==> src/rtl/fetch_stage.sv <==
// fetch_stage: PC, single-outstanding instruction fetch with a one-entry skid buffer, and the IF/ID register.
module fetch_stage #(
    parameter int                 PC_W      = 32,
    parameter int                 INSTR_W   = 32,
    parameter logic [PC_W-1:0]    RESET_PC  = '0,
    parameter logic [INSTR_W-1:0] NOP_INSTR = INSTR_W'(32'h0000_0013)
) (
    input  logic               clk,
    input  logic               rst_n,
    output logic               imem_req,
    output logic [PC_W-1:0]    imem_addr,
    input  logic               imem_ready,
    input  logic               imem_rvalid,
    input  logic [INSTR_W-1:0] imem_rdata,
    input  logic               stall_i,
    input  logic               redirect_i,
    input  logic [PC_W-1:0]    redirect_pc_i,
    output logic               id_valid_o,
    output logic [PC_W-1:0]    id_pc_o,
    output logic [INSTR_W-1:0] id_instr_o,
    output logic [6:0]         id_opcode_o
);
    typedef enum logic [1:0] {REQ, WAIT, HOLD, DROP} state_t;

    state_t             state, state_nx;
    logic [PC_W-1:0]    pc, target;
    logic [INSTR_W-1:0] skid;
    logic               hold_up, deliver, capture;

    assign target      = {redirect_pc_i[PC_W-1:2], 2'b00};
    assign hold_up     = stall_i && id_valid_o;
    assign imem_addr   = pc;
    assign id_opcode_o = id_instr_o[6:0];

    always_ff @(posedge clk or negedge rst_n)
        if (!rst_n) state <= REQ;
        else        state <= state_nx;

    // A redirect that lands on an accepted request must still swallow that request's response.
    always_comb begin
        state_nx = state;
        case (state)
            REQ:     state_nx = imem_ready ? (redirect_i ? DROP : WAIT) : REQ;
            WAIT:    state_nx = imem_rvalid ? ((hold_up && !redirect_i) ? HOLD : REQ) : (redirect_i ? DROP : WAIT);
            HOLD:    state_nx = (stall_i && !redirect_i) ? HOLD : REQ;
            DROP:    state_nx = imem_rvalid ? REQ : DROP;
            default: state_nx = REQ;
        endcase
    end

    always_comb begin
        imem_req = rst_n && state == REQ;
        deliver  = !redirect_i && ((state == WAIT && imem_rvalid && !hold_up) || (state == HOLD && !stall_i));
        capture  = !redirect_i && state == WAIT && imem_rvalid && hold_up;
    end

    always_ff @(posedge clk or negedge rst_n)
        if (!rst_n) begin
            pc   <= RESET_PC;
            skid <= NOP_INSTR;
        end else begin
            if (redirect_i)   pc <= target;
            else if (deliver) pc <= pc + PC_W'(4);
            if (capture) skid <= imem_rdata;
        end

    always_ff @(posedge clk or negedge rst_n)
        if (!rst_n) begin
            id_valid_o <= 1'b0;
            id_pc_o    <= '0;
            id_instr_o <= NOP_INSTR;
        end else if (redirect_i) begin
            id_valid_o <= 1'b0;
            id_instr_o <= NOP_INSTR;
        end else if (!hold_up) begin
            id_valid_o <= deliver;
            id_instr_o <= deliver ? (state == HOLD ? skid : imem_rdata) : NOP_INSTR;
            if (deliver) id_pc_o <= pc;
        end
endmodule

==> config.mk <==
export PLATFORM = sky130hd
export DESIGN_NAME = fetch_stage
export DESIGN_NICKNAME = d
export VERILOG_FILES = /design/src/rtl/fetch_stage.sv
export SDC_FILE = /design/constraint.sdc
export NUM_CORES = 1
export LEC_CHECK = 0
export ABC_AREA = 1
export CORE_MARGIN = 4
export CORE_UTILIZATION = 40
export CTS_BUF_LIST = sky130_fd_sc_hd__clkbuf_4 sky130_fd_sc_hd__clkbuf_8
export DETAILED_ROUTE_END_ITERATION = 10
export PLACE_DENSITY = 0.66
export SYNTH_ARGS = -nofsm -noshare
export SYNTH_HDL_FRONTEND = slang
export SYNTH_SLANG_ARGS = --single-unit
==> constraint.sdc <==
create_clock -name clk -period 1.7 [get_ports clk]
set_input_delay 0.17 -clock clk [delete_from_list [all_inputs] [get_ports clk]]
set_output_delay 0.17 -clock clk [all_outputs]
set_load 0.02 [all_outputs]
* Yosys cells after proc, flatten, opt, wreduce, memory -nomap -nowiden *
Index checks and enable logic that the tools add are counted.

operators by class
  add/sub/neg operators = 1
  equal/unequal tests = 4
  mux-type cells = 15
  bitwise logic cells = 2
  reduce and logical (&&, ||, !) cells = 18

operators with widths
  kind                                           count
  2-to-1 mux 32 bit                              6
  adder 32 x 3 -> 32 bit, second input constant  1
  2-to-1 mux 2 bit                               6
  logical AND 1 bit                              11
  case mux 2 bit (4 select lines)                1
  == test 2 bit, second input constant           2
  zero test 1 bit                                3
  AND reduction 3 bit                            1
  == test 2 x 1 -> 1 bit, second input constant  1
  zero test 2 bit                                1
  2-to-1 mux 1 bit                               2
  != test 2 bit, second input constant           1
  NOT 1 bit                                      2
  nonzero test 2 bit                             1
  logical OR 1 bit                               1

word-level totals
  flip-flop bits (word level) = 131
  logic and storage cells = 46

* Logic depth before layout (Yosys ltp) *
  depth in word-level cells = 8
  mapped depth = 9
  depth with buffers taken out = 9

* Worst setup path after synthesis *
Ideal clock, no wire load.

  path type = register -> register
  start = reg pc[3], in the netlist imem_addr[3]
  end = reg pc[28], in the netlist imem_addr[28]
  setup time = 0.128 ns
  arrival = 1.459 ns
  data required time = 1.572 ns
  slack = 0.113 ns
  stages on the path, launching flop included = 9
  buffers on the path = 0
  clock period less this slack = 1.587 ns
  cells stage by stage = dfrtp_1 > ha_1 > nand2_1 > nor2_1 > nand2_2 > nor2_2 > nand2_1 > o21ai_0 > nand3b_1

between the ends
  word-level cells in the longest chain between the ends = 3

RTL lines
  item                      line  RTL
  start: declaration        26    logic [PC_W-1:0] pc, target;
  start signal: assignment  62    if (redirect_i) pc <= target;
  start signal: assignment  63    else if (deliver) pc <= pc + PC_W'(4);
  adder 32 x 3 -> 32 bit    63
  2-to-1 mux 32 bit         63
  2-to-1 mux 32 bit         62

No other way between the ends. The select of a mux whose other input is x is not followed.
A chain may end at the register's enable or synchronous reset.

* Worst setup path after layout *
  start = reg pc[19], in the netlist imem_addr[19]
  end = out imem_addr[19]

RTL lines
  item              line  RTL
  end: declaration  11    output logic [PC_W-1:0] imem_addr,

No word-level cell between the ends.

==> run_results.csv <==
group,metric,value,unit
sta,slew-limit-headroom,0.5420,
clock_tree,root_buffer,"clkbuf_8",
sta,fmax,0.6075,GHz
placement,gp_congestion,0.8627,
critical_path,cp_max_fo,4,
global_routing,grtUsageTotal,0.1946,
critical_path,critPathSlowestCell,"clkdlybuf4s50_1",
critical_path,rrSetupSlack,150,ps
critical_path,path_buf_inv,1,
final_layout,drive_gt1_frac,0.09661,
synthesis,mappedNetlistArea,0.006375,mm^2
drt,routed_via_density,4.659,
synthesis,ys_async_sr_fraction,1.000,
final_layout,final_core_util,0.5709,
sta,setup_slack,54.03,ps
critical_path,r2r-start,"imem_addr[2]$_DFFE_PN0P_",
global_routing,grt_max_degree,128,
final_layout,ff_latch_area,0.003186,mm^2
synthesis,seq_area_frac_synth,0.4997,
floorplanning,start_util,0.4132,
sta,hold_slack,242.2,ps
sta,fin_crit_sh,0.9682,
global_routing,antenna_found_initial,0,
floorplanning,die_area,0.01802,mm^2
sta,tightest_slew,687.0,ps
critical_path,cp-startpoint,"imem_addr[19]$_DFFE_PN0P_",
sta,finClkSkew,12.00,ps
global_routing,grt_pass1_wl,27860,um
drt,drt-initial-drc-count,343,
synthesis,yosysUniqueCellTypes,34,
floorplanning,ios,175,
final_layout,n_fill_cell,1466,
critical_path,crit_type,"reg -> out",
power_and_ir_drop,p_leak,4.160,nW
final_layout,area_delta_synth_final,38.16,%
synthesis,yosys.area.top_type,"dfrtp_1",
clock_tree,cts_buffers,17,
drt,wl_per_cell,14.15,um
floorplanning,num_rows,45,
critical_path,reg2reg_to,"imem_addr[29]$_DFFE_PN0P_",
power_and_ir_drop,power,11.79,mW
critical_path,end_kind,"output pin",
worst_hold_path,hp-class,"in -> reg",
sta,setup_viol,0,
sta,slew_violations,0,
worst_hold_path,min_from,"imem_rdata[0]",
critical_path,cp.depth,1,
synthesis,ys_ff_latch,127,
synthesis,postSynthAreaPerCell,7.841,um^2
power_and_ir_drop,switching_power,4.323,mW
final_layout,multiInputGateArea,0.002542,mm^2
global_routing,overflow,0,
drt,remaining_drc_errors,0,
power_and_ir_drop,p_int,7.471,mW
sta,period_needed,1646,ps
clock_tree,clk_pin_slew,80,ps
critical_path,endpoint,"imem_addr[19]",
synthesis,ys.warnings.count,0,
floorplanning,chipHeight,134.2,um
clock_tree,cts_buffer_depth,2,
synthesis,synth_top_cell_area_share,0.4750,
power_and_ir_drop,switching_share,0.3666,
sta,rsz0062_at_grt,"false",
floorplanning,coreArea,0.01543,mm^2
critical_path,cp_cell_sequence,"clkdlybuf4s50_1",
power_and_ir_drop,pwr-share-clk,0.247,
clock_tree,cts_tree,"built",
synthesis,synthTopCellsByCount,"nand2_1 (228), dfrtp_1 (121), inv_1 (95)",
synthesis,synthFlopType,"dfrtp_1",
critical_path,critPathMaxStageDelay,640,ps
power_and_ir_drop,seqPwrFrac,0.377,
power_and_ir_drop,p_per_area,1339,mW/mm^2
placement,io_buffers,168,
placement,dp_slack,-10.93,ps
flow_run,max_cap_violations,0,
clock_tree,clock_latency,450,ps
synthesis,synth_edf_count,0,
power_and_ir_drop,pwr-share-comb,0.375,
sta,hold_viol,0,
synthesis,synthCells,813,
synthesis,synth_top_cells_by_area,"dfrtp_1 (47%), nand2_1 (13%), inv_1 (5.6%)",
critical_path,critPathLaunchType,"register",
sta,tns,0,ps
drt,via_count,5661,
status,outcome,"finished, final reports clean",
critical_path,critPathArrivalTime,1480,ps
final_layout,n_antenna_cell,0,
floorplanning,die_w,134.2,um
placement,hpwl,11920,um
drt,routed_wl,17190,um
global_routing,grt_pass1_vias,5439,
drt,drt-pass1-iter-count,4,
critical_path,cp.required,1530,ps
drt,ant_nets,0,
power_and_ir_drop,ir_drop,0.0007616,V
critical_path,critPathTopFamily,"buffers and inverters",
clock_tree,clock_sinks,127,
final_layout,fin_nets,1062,
critical_path,ff2ff_path_depth,8,
clock_tree,htree_levels,4,
synthesis,synth_most_common_cell,"nand2_1",
## worst min path at each step
stage                                 endpoint  slack, ps  depth (start not counted)
floorplan           id_instr_o[10]$_DFFE_PN0P_       -130                          0
CTS                        skid[0]$_DFFE_PN1P_        210                          3
finish                     skid[0]$_DFFE_PN1P_        240                          3
detailed placement        skid[27]$_DFFE_PN0P_        380                          2
global placement    id_instr_o[25]$_DFFE_PN0P_        370                          2
global route               skid[0]$_DFFE_PN1P_        240                          3
## area by class of cell
class,count,share of cell area
inverter,98,0.04177
clock buffer,19,0.02898
sequential,127,0.3617
clock inverter,13,0.02131
tap,211,0.02998
multi-input combinational,544,0.2887
timing repair buffer,203,0.2276
## metal layers
metal	wire, um	part of all wire	vias to the layer above	track usage
met4	302	0.018	0	0.06900
met5	0	0	-	0
li1	-	-	2928	-
met3	1054	0.061	24	0.04951
met2	7872	0.46	153	0.2919
met1	7957	0.46	2556	0.2736
## stage by stage
step | std cells | instance area (um^2)
2_1_floorplan | 816 | 6386
5_1_grt | 1215 | 8807
3_5_place_dp | 1181 | 8359
3_3_place_gp | 1181 | 8359
6_report | 1215 | 8807
4_1_cts | 1214 | 8778
## layout by cell type (no fill, tap or decap), types with 18 or more instances in the layout
cell type,synthesis,final
nand3_1,41,41
clkbuf_8,0,18
buf_4,14,27
dfrtp_1,121,121
o21ai_0,62,61
dlygate4sd2_1,0,32
nor2_1,75,72
clkdlybuf4s50_1,0,132
a21oi_1,19,19
nand2_1,228,228
o21ai_1,60,61
inv_1,95,95
## power groups by stage
| stage | sequential (mW) | clock [mW] | combinational, mW |
|---|---|---|---|
| after floorplan | 5.17 | 0 | 1.76 |
| after global placement | 4.50 | 0 | 4.52 |
| after detailed placement | 4.50 | 0 | 4.57 |
| after CTS | 4.45 | 2.98 | 4.48 |
| after global routing | 4.57 | 3.11 | 4.86 |
| final | 4.45 | 2.92 | 4.43 |
## logic make-up after synthesis
group | Yosys count | synth area share
xor gates and xnor gates | 10 | 0.01374
AOI/OAI and AO/OA | 154 | 0.1293
adders and majority gates | 1 | 0.001962
other | 1 | 0.0005882
buffers and inverters | 145 | 0.1076
and+or+nand+nor | 375 | 0.2471
DFF | 127 | 0.4997
## registers in the layout (all words and copies together) (netlist names)
name and count:
imem_addr 30, id_valid_o 1, id_instr_o 32, state 2, skid 32, id_pc_o 30
## what timing repair did
item                                   in CTS  in global routing
setup endpoints to repair                  34                 10
hold buffers                                1                  0
pin swaps                                   0                  1
buffers inserted                            0                  1
resized for setup                          36                 10
endpoints found under the hold margin     121                  0
Power figures use the tool's default switching activity.
